==> config.mk <==
export PLATFORM = sky130hd
export DESIGN_NAME = md_unit_p
export DESIGN_NICKNAME = d
export VERILOG_FILES = /design/src/rtl/md_unit_p.sv
export SDC_FILE = /design/constraint.sdc
export NUM_CORES = 2
export LEC_CHECK = 0
export BUFFER_PORTS_ARGS = -buffer_cell sky130_fd_sc_hd__buf_2
export CORE_MARGIN = 2
export CORE_UTILIZATION = 46
export CTS_BUF_LIST = sky130_fd_sc_hd__clkbuf_16
export DETAILED_ROUTE_END_ITERATION = 12
export PLACE_DENSITY_LB_ADDON = 0.15
export SLEW_MARGIN = 25
export SYNTH_ARGS = -nofsm -noshare
export SYNTH_HDL_FRONTEND = slang
export SYNTH_SLANG_ARGS = --single-unit
==> constraint.sdc <==
create_clock -name clk -period 17.9 [get_ports clk]
set_input_delay 3.58 -clock clk [delete_from_list [all_inputs] [get_ports clk]]
set_output_delay 3.58 -clock clk [all_outputs]
set_load 0.02 [all_outputs]
==> src/rtl/md_unit_p.sv <==
// Multiply/divide unit with HI/LO registers and multi-cycle busy timing.
// Multiplies complete after MUL_LAT cycles; divides run WIDTH restoring steps plus a sign-fix cycle.
module md_unit_p #(
  parameter int WIDTH    = 32,
  parameter int MUL_LAT  = 5,
  parameter int DIV_ITER = WIDTH
) (
  input  logic             clk,
  input  logic             rst,
  input  logic [3:0]       op,
  input  logic [WIDTH-1:0] a,
  input  logic [WIDTH-1:0] b,
  input  logic             flush,
  output logic             busy,
  output logic             done,
  output logic [WIDTH-1:0] hi,
  output logic [WIDTH-1:0] lo
);

  localparam int CW = $clog2(WIDTH + MUL_LAT + 1);

  localparam logic [3:0] OP_MULT  = 4'd1;
  localparam logic [3:0] OP_MULTU = 4'd2;
  localparam logic [3:0] OP_DIV   = 4'd3;
  localparam logic [3:0] OP_DIVU  = 4'd4;
  localparam logic [3:0] OP_MTHI  = 4'd5;
  localparam logic [3:0] OP_MTLO  = 4'd6;
  localparam logic [3:0] OP_MADD  = 4'd7;
  localparam logic [3:0] OP_MADDU = 4'd8;
  localparam logic [3:0] OP_MSUB  = 4'd9;
  localparam logic [3:0] OP_MSUBU = 4'd10;

  typedef enum logic [1:0] {S_IDLE, S_MUL, S_DIV, S_FIX} state_t;

  state_t             r_state;
  state_t             w_next;
  logic [CW-1:0]      r_cnt;
  logic [3:0]         r_op;
  logic [WIDTH-1:0]   r_a;
  logic [WIDTH-1:0]   r_b;
  logic [WIDTH-1:0]   r_rem;
  logic [WIDTH-1:0]   r_quo;
  logic [WIDTH-1:0]   r_dvs;
  logic               r_negQ;
  logic               r_negR;
  logic               r_dz;
  logic [WIDTH-1:0]   r_hi;
  logic [WIDTH-1:0]   r_lo;
  logic               r_done;

  logic               w_accept;
  logic               w_isMul;
  logic               w_isDiv;
  logic               w_signedIn;
  logic               w_mulSigned;
  logic [WIDTH-1:0]   w_absA;
  logic [WIDTH-1:0]   w_absB;
  logic [2*WIDTH-1:0] w_ax;
  logic [2*WIDTH-1:0] w_bx;
  logic [2*WIDTH-1:0] w_prod;
  logic [2*WIDTH-1:0] w_mulRes;
  logic [WIDTH:0]     w_shift;
  logic [WIDTH:0]     w_trial;
  logic [WIDTH-1:0]   w_quoFix;
  logic [WIDTH-1:0]   w_remFix;

  assign w_accept    = (r_state == S_IDLE) && !flush;
  assign w_isMul     = (op == OP_MULT) || (op == OP_MULTU) || (op == OP_MADD) ||
                       (op == OP_MADDU) || (op == OP_MSUB) || (op == OP_MSUBU);
  assign w_isDiv     = (op == OP_DIV) || (op == OP_DIVU);
  assign w_signedIn  = (op == OP_MULT) || (op == OP_DIV) || (op == OP_MADD) || (op == OP_MSUB);
  assign w_absA      = (w_signedIn && a[WIDTH-1]) ? -a : a;
  assign w_absB      = (w_signedIn && b[WIDTH-1]) ? -b : b;

  assign w_mulSigned = (r_op == OP_MULT) || (r_op == OP_MADD) || (r_op == OP_MSUB);
  assign w_ax        = w_mulSigned ? {{WIDTH{r_a[WIDTH-1]}}, r_a} : {{WIDTH{1'b0}}, r_a};
  assign w_bx        = w_mulSigned ? {{WIDTH{r_b[WIDTH-1]}}, r_b} : {{WIDTH{1'b0}}, r_b};
  assign w_prod      = w_ax * w_bx;

  // Accumulating ops read HI/LO as they stand on the completion edge.
  always_comb begin
    w_mulRes = w_prod;
    case (r_op)
      OP_MADD, OP_MADDU: w_mulRes = {r_hi, r_lo} + w_prod;
      OP_MSUB, OP_MSUBU: w_mulRes = {r_hi, r_lo} - w_prod;
      default:           w_mulRes = w_prod;
    endcase
  end

  assign w_shift  = {r_rem, r_quo[WIDTH-1]};
  assign w_trial  = w_shift - {1'b0, r_dvs};
  // Most-negative / -1 needs no special case: the magnitude quotient wraps back to a.
  assign w_quoFix = r_negQ ? -r_quo : r_quo;
  assign w_remFix = r_negR ? -r_rem : r_rem;

  always_ff @(posedge clk or negedge rst) begin
    if (!rst) r_state <= S_IDLE;
    else      r_state <= w_next;
  end

  always_comb begin
    w_next = r_state;
    case (r_state)
      S_IDLE: begin
        if (w_accept && w_isMul)      w_next = S_MUL;
        else if (w_accept && w_isDiv) w_next = S_DIV;
      end
      S_MUL:   if (r_cnt == '0) w_next = S_IDLE;
      S_DIV:   if (r_cnt == '0) w_next = S_FIX;
      S_FIX:   w_next = S_IDLE;
      default: w_next = S_IDLE;
    endcase
    if (flush) w_next = S_IDLE;
  end

  always_ff @(posedge clk or negedge rst) begin
    if (!rst) begin
      r_cnt  <= '0;
      r_op   <= '0;
      r_a    <= '0;
      r_b    <= '0;
      r_rem  <= '0;
      r_quo  <= '0;
      r_dvs  <= '0;
      r_negQ <= 1'b0;
      r_negR <= 1'b0;
      r_dz   <= 1'b0;
      r_hi   <= '0;
      r_lo   <= '0;
      r_done <= 1'b0;
    end else begin
      r_done <= 1'b0;
      if (w_accept) begin
        if (op == OP_MTHI) r_hi <= a;
        if (op == OP_MTLO) r_lo <= a;
        if (w_isMul || w_isDiv) begin
          r_op   <= op;
          r_a    <= a;
          r_b    <= b;
          r_cnt  <= w_isMul ? CW'(MUL_LAT - 1) : CW'(DIV_ITER - 1);
          r_rem  <= '0;
          r_quo  <= w_absA;
          r_dvs  <= w_absB;
          r_negQ <= w_signedIn && (a[WIDTH-1] ^ b[WIDTH-1]);
          r_negR <= w_signedIn && a[WIDTH-1];
          r_dz   <= (b == '0);
        end
      end else if (!flush) begin
        case (r_state)
          S_MUL: begin
            if (r_cnt == '0) begin
              {r_hi, r_lo} <= w_mulRes;
              r_done       <= 1'b1;
            end else begin
              r_cnt <= r_cnt - 1'b1;
            end
          end
          S_DIV: begin
            if (!w_trial[WIDTH]) begin
              r_rem <= w_trial[WIDTH-1:0];
              r_quo <= {r_quo[WIDTH-2:0], 1'b1};
            end else begin
              r_rem <= w_shift[WIDTH-1:0];
              r_quo <= {r_quo[WIDTH-2:0], 1'b0};
            end
            if (r_cnt != '0) r_cnt <= r_cnt - 1'b1;
          end
          S_FIX: begin
            r_lo   <= r_dz ? {WIDTH{1'b1}} : w_quoFix;
            r_hi   <= r_dz ? r_a : w_remFix;
            r_done <= 1'b1;
          end
          default: ;
        endcase
      end
    end
  end

  assign busy = (r_state != S_IDLE);
  assign done = r_done;
  assign hi   = r_hi;
  assign lo   = r_lo;

endmodule

* Word level (Yosys, flattened, before mapping)
Index checks and enable logic that the tools add are counted.
** Storage, ports and cells
- Memories kept :: 0
- Output and inout port bits :: 66
- RAM bits :: 0
- Input port bits :: 71
- Memory bits (read-only) :: 0
- Word-level logic and storage cells :: 133
- Register bits after elaboration :: 240
- Latch bits :: 0
** Cells by class
- Eq/ne operators :: 28
- Reduce and logical (&&, ||, !) cells :: 35
- Mux-type cells :: 46
- Divide/modulo/power cells :: 0
- Multipliers :: 1
- Add/subtract/negate cells :: 8
- Shift operators :: 0
- Magnitude comparators :: 0
- Bitwise logic cells :: 1
** Operators with widths (count)
- $mux W32 :: 23
- $mux W64 :: 2
- $neg A32 Y32 :: 4
- $pmux W32 S2 :: 2
- $pmux W64 S2 :: 1
- $add A64 B64 Y64 :: 1
- $mul A64 B64 Y64 :: 1
- $sub A64 B64 Y64 :: 1
- $sub A33 B32 Y33 :: 1
- $logic_not A32 Y1 :: 1
- $mux W6 :: 5
- $eq A4 B4 Y1 const B :: 6
- $eq A4 B3 Y1 const B :: 5
- $ne A3 B3 Y1 const B :: 5
- $logic_or A1 B1 Y1 :: 12
- $pmux W6 S2 :: 1
- $mux W2 :: 5
- $eq A4 B1 Y1 const B :: 2
- $eq A4 B2 Y1 const B :: 2
- $ne A2 B1 Y1 const B :: 4
- $pmux W2 S4 :: 1
- $reduce_and A4 Y1 :: 2
- $logic_and A1 B1 Y1 :: 6
- $logic_not A6 Y1 :: 1
- 17 further kinds :: 25

* Longest topological paths before layout
- Depth after elaboration :: 11
- Depth in mapped cells :: 51
- Gate-level depth less buffers :: 49

* Worst setup path before layout
OpenSTA, ideal clock, no wires.
- Path type :: reg2reg
- Start :: register r_op[3]
- End :: register r_hi[27], in the netlist hi[27]
- Library setup time :: 0.083 ns
- Data arrival time :: 12.416 ns
- Slack :: 5.402 ns
- Path buffers :: 3
- Stages on the path, launching flop included :: 48
- Period minus slack after synthesis :: 12.498 ns
- Cell sequence :: dfrtp_1 -> nor2b_1 -> nand2_1 -> o21ai_0 -> and3_1 -> clkbuf_1 -> clkbuf_1 -> nand2_1 -> fa_1 -> inv_1 -> fa_1 -> inv_1 -> fa_1 -> inv_1 -> fa_1 -> inv_1 -> fa_1 -> inv_1 -> (+12 left out) -> o211ai_1 -> a311oi_1 -> a21oi_1 -> xnor2_1 -> or4b_2 -> and3b_1 -> a21oi_1 -> xor2_1 -> ha_1 -> a21o_1 -> a21o_1 -> a21oi_1 -> nor3b_1 -> a211oi_1 -> or3_1 -> a311oi_1 -> a21oi_1 -> o21ai_0
** Between the ends
- Word-level cells in the longest chain between the ends :: 11
- Elaborated cells between the ends (all ways) :: 19
** Ends and longest elaborated chain
- start, declared :: RTL line 38 : logic [3:0] r_op;
- start signal, assigned :: RTL line 137 : r_op <= op;
- $eq A4 B1 Y1 or $eq A4 B3 Y1 (tied branches) :: RTL line 75, 83
- $logic_or A1 B1 Y1 (2 in series) :: RTL line 75 : assign w_mulSigned = (r_op == OP_MULT) || (r_op == OP_MADD) || (r_op == OP_MSUB);
- $mux W64, on equally long branches :: RTL line 76, 77
- $mul A64 B64 Y64 :: RTL line 78 : assign w_prod = w_ax * w_bx;
- $sub A64 B64 Y64 or $add A64 B64 Y64 (tied branches) :: RTL line 85, 84
- $pmux W64 S2 * :: RTL line 83 : case (r_op)
- $mux W32 * :: RTL line 151 : if (r_cnt == '0) begin
- $pmux W32 S2 * :: RTL line 149 : case (r_state)
- $mux W32 * :: RTL line 148 : end else if (!flush) begin
- $mux W32 * :: RTL line 133 : if (w_accept) begin
- end signal, assigned :: RTL line 152 : {r_hi, r_lo} <= w_mulRes;
- end signal, assigned :: RTL line 170 : r_hi <= r_dz ? r_a : w_remFix;
- end, declared :: RTL line 47 : logic [WIDTH-1:0] r_hi;
Mark *: on every way between the ends. The rest lies on a longest branch, timed or not. The select of a mux whose other input is x is not followed.
A chain may end at the register's enable or synchronous reset.

* Worst setup path after layout
- Start :: register r_op[1]
- End :: register r_hi[29], in the netlist hi[29]
Same word-level chain as after synthesis.

==> results summary <==
The clock-pin slew on the worst setup and hold paths came out at about 0.07 ns. For this block, the routed nets add up to between 200,000 and 250,000 um of wire. The area used by multi-input combinational logic came out at ~0.056 sq mm.

In this run the cell area of the synthesized design comes to just under 0.07 sq mm. The maximum single-stage delay on the critical path is 0.78 ns. The initial antenna violation count is 24. The number of register bits inferred by synthesis came out at 239. The die outline height came out at ~390 um. The number of synthesized flops with an enable pin came out at 0.

The post-layout net count is slightly below 10,000. The final sum of negative setup slack is 0 ns. The buffer and inverter count on the worst path is 6.

In this run the worst hold path is classified as reg2reg. The number of hold buffers added after CTS was 0. The number of setup violations in the final report came out at 0.

The post-route netlist has under 10% of its cells at a drive strength greater than 1. In this run the critical register-to-register path is captured at hi[29]. The synthesis-to-finish area growth came out at 5.024%. The commonest cells after synthesis are sky130_fd_sc_hd__inv_1, sky130_fd_sc_hd__fa_1, sky130_fd_sc_hd__nand2_1. The pin slew with the least headroom to its limit came out at 1.146 ns.

The count of buffers inserted at the top-level ports is between 100 and 150. For this run, design rule violations remaining after detail routing come to 0. The most used flip-flop cell after synthesis is sky130_fd_sc_hd__dfrtp_1. In this run, the number of DRC markers left after iteration 0 of detailed routing was ~4,500.

Synthesis instantiated 95 different standard cells from the library. The time the final worst path needs with I/O delays and setup is 14.42 ns. The buffers inserted during post-CTS setup optimization came out at 0.

TritonCTS built the clock tree. The number of max-slew violations in the final report came to 0. On the critical path, the stage with the largest delay is an instance of sky130_fd_sc_hd__o21ai_0. TritonCTS created 31 clock buffers. The number of cells in the design after placement came out at about 9,900.

STA puts the critical path data required time at 18.46 ns. The worst setup skew after layout came out at approximately 0.015 ns. The H-tree depth reported by CTS came out at 1.

The kind of cell adding the most delay to the critical path is adder cells. The final estimated routing congestion in global placement came out at ~1. The critical path start-end classification is reg2reg. The initial utilization of the core area, before any placement, comes to a little under half. The first-pass GRT wire length came out at 376,700 um. Post-CTS repair changed the size of 0 cells. The terminating pin of the worst hold path is r_dvs[6]. The largest driver fanout on the critical path is 31. Summed over all instances, the cell type with the most area after synthesis is sky130_fd_sc_hd__fa_1. The number of inserted filler cells in the final layout came out at between 10,000 and 15,000.

The clock tree buffer depth came out at 3. In this run the remaining antenna-violating nets after routing total 0. The floorplan has 142 rows. The slack of the worst reg-to-reg path is 3.48 ns. Across the run, the number of max-cap violations was 0.

The cell that appears most often on the critical path is sky130_fd_sc_hd__fa_1. The proportion of synthesized flip-flops having asynchronous set or reset came out at 100.0%. The number of cells traversed by the worst register-to-register path came out at 44. The sequential cells in the finished layout cover a total of 0.005982 sq mm. The average wire per cell in the routed design is between 20 and 25 um. The horizontal extent of the die came out at roughly 400 um. The share of the synthesized area in the top cell type came out at between 40 and 50%. For this run the aggregate overflow at the end of global routing stands at 0. The first-pass iteration count of the detailed router came out at 5.

The worst slew margin relative to its limit is a little under a quarter. STA classifies the critical path endpoint as a flop. Setup repair after global routing left no endpoint under its margin.

The via count of the first global-routing pass came out at 59,940. The number of warning messages in the yosys log is 0. The share of the clock period used by the worst path is around four fifths. In the global route stage, overall resource usage came out at roughly 33%. After legalization and detailed placement, the total HPWL measured between 200,000 and 250,000 um. CTS placed an instance of sky130_fd_sc_hd__clkbuf_16 at the clock tree root.

The flow ran to the end, and the final reports show no timing, DRC or antenna violations. The cell count after synthesis came out at around 8,000. The worst hold path depth is 2. The number of I/O pins is 137. Sequential cells were found to cover roughly 8.6% of the synthesized design area. The floorplan step defined a core boundary enclosing roughly 0.15 sq mm. The end-of-flow core utilization came out at approximately 49%.

The final non-filler cell total is around 10,000. The count of clock tree sinks came out at ~240. Data arrives at the worst endpoint at between 10 and 15 ns.

The tightest hold margin is ~0.48 ns. The final route contains 56,210 vias. The floorplan die area is about 0.15 sq mm. The detail-routed via count per cell came out at between 5 and 6. The worst register-to-register path begins at r_op[1]. The post-synthesis average cell area came out at 8.554 sq um. The synthesized netlist net count came out at 10,020. The insertion delay of the later-clocked pin in the worst-skew pair is about 0.65 ns. The startpoint identified for the worst hold timing path is r_dvs[6]. The hold violation total from the final report is 0.

Ranked by total cell area, the synthesized netlist is headed by sky130_fd_sc_hd__fa_1, sky130_fd_sc_hd__inv_1, sky130_fd_sc_hd__dfrtp_1, sky130_fd_sc_hd__ha_1, sky130_fd_sc_hd__nand2_1. Entering global routing, the biggest net connects 95 pins. The highest clock rate came out at a little under 0.07 GHz. The most numerous cell in the Yosys netlist is sky130_fd_sc_hd__inv_1. The startpoint class of the critical path is a flop.
## registers in the layout, summed over array words and instances, names as in the netlist, 6 cells and up
| register | count |
|---|---|
| hi | 32 |
| r_a | 32 |
| r_b | 32 |
| r_quo | 32 |
| r_rem | 32 |
| lo | 32 |
| r_dvs | 31 |
| r_cnt | 6 |
## cells by family (layout without fill, tap and decap cells)
kind of cell	Yosys count	after routing	synth area share (%)
simple gates	2333	2333	15.47
mux	49	49	0.7175
compound gates	1185	1185	10.70
other cells	0	7	0
flops	239	239	8.617
fa+ha+maj	1833	1833	48.46
xor+xnor	362	362	4.568
buf+inv	2113	1976	11.48
## cell type report
cell class,instances,area share (%)
flip-flops and latches,239,8.207
inverters,1675,8.625
clock inverters,25,0.2609
repair buffers,245,2.075
well taps,2016,3.460
clock buffers,31,1.064
multi-input cells,5762,76.28
diodes,7,0.02403
## worst min-delay path, cell delays in order (launching register included)
cell and delay (ns):
sky130_fd_sc_hd__dfrtp_1 0.34, sky130_fd_sc_hd__nand2_1 0.04, sky130_fd_sc_hd__o21ai_0 0.06
## placed cells by master (no fill, tap or decap), types with 42 or more instances in the layout
cell type / instances
sky130_fd_sc_hd__o211ai_1: 42
sky130_fd_sc_hd__xor2_1: 151
sky130_fd_sc_hd__mux2i_1: 42
sky130_fd_sc_hd__fa_1: 1426
sky130_fd_sc_hd__a21oi_1: 341
sky130_fd_sc_hd__a21o_1: 80
sky130_fd_sc_hd__nor3_1: 61
sky130_fd_sc_hd__inv_1: 1683
sky130_fd_sc_hd__xnor2_1: 208
sky130_fd_sc_hd__o21ai_0: 327
sky130_fd_sc_hd__or3_1: 42
sky130_fd_sc_hd__buf_2: 135
sky130_fd_sc_hd__ha_1: 404
sky130_fd_sc_hd__nand2_1: 1302
sky130_fd_sc_hd__and2_1: 381
sky130_fd_sc_hd__a211oi_1: 47
sky130_fd_sc_hd__dfrtp_1: 238
sky130_fd_sc_hd__nand3_1: 55
sky130_fd_sc_hd__nor2_1: 252
sky130_fd_sc_hd__buf_4: 108
## layer usage
| layer | track usage, % | vias to the layer above | part of all wire, % |
|---|---|---|---|
| met5 | 0 | - | 0.041 |
| met4 | 12.67 | 16 | 4.6 |
| met3 | 4.838 | 449 | 7.2 |
| met2 | 51.92 | 2095 | 45 |
| met1 | 45.22 | 29020 | 43 |
| li1 | - | 24630 | - |
## metrics by stage
step           setup WS, ns  cell area [sq um]
2_1_floorplan         5.402              69410
3_3_place_gp          3.564              71870
3_5_place_dp          3.519              71900
4_1_cts               3.440              72860
5_1_grt               2.562              72880
6_report              3.477              72890
## how the worst max path moves through the flow
stage	startpoint	to	slack, ns	cells past startpoint
after global placement	r_op[1]	hi[29]	3.56	45
after detailed placement	r_op[1]	hi[29]	3.52	45
final	r_op[1]	hi[29]	3.48	44
after floorplan	r_op[3]	hi[27]	5.40	47
after CTS	r_op[1]	hi[29]	3.44	45
after global routing	r_op[1]	hi[29]	2.56	45
Power is left out: the tool's default activity adds up to more than one toggle a clock period on the data nets, which glitch-free logic cannot reach.
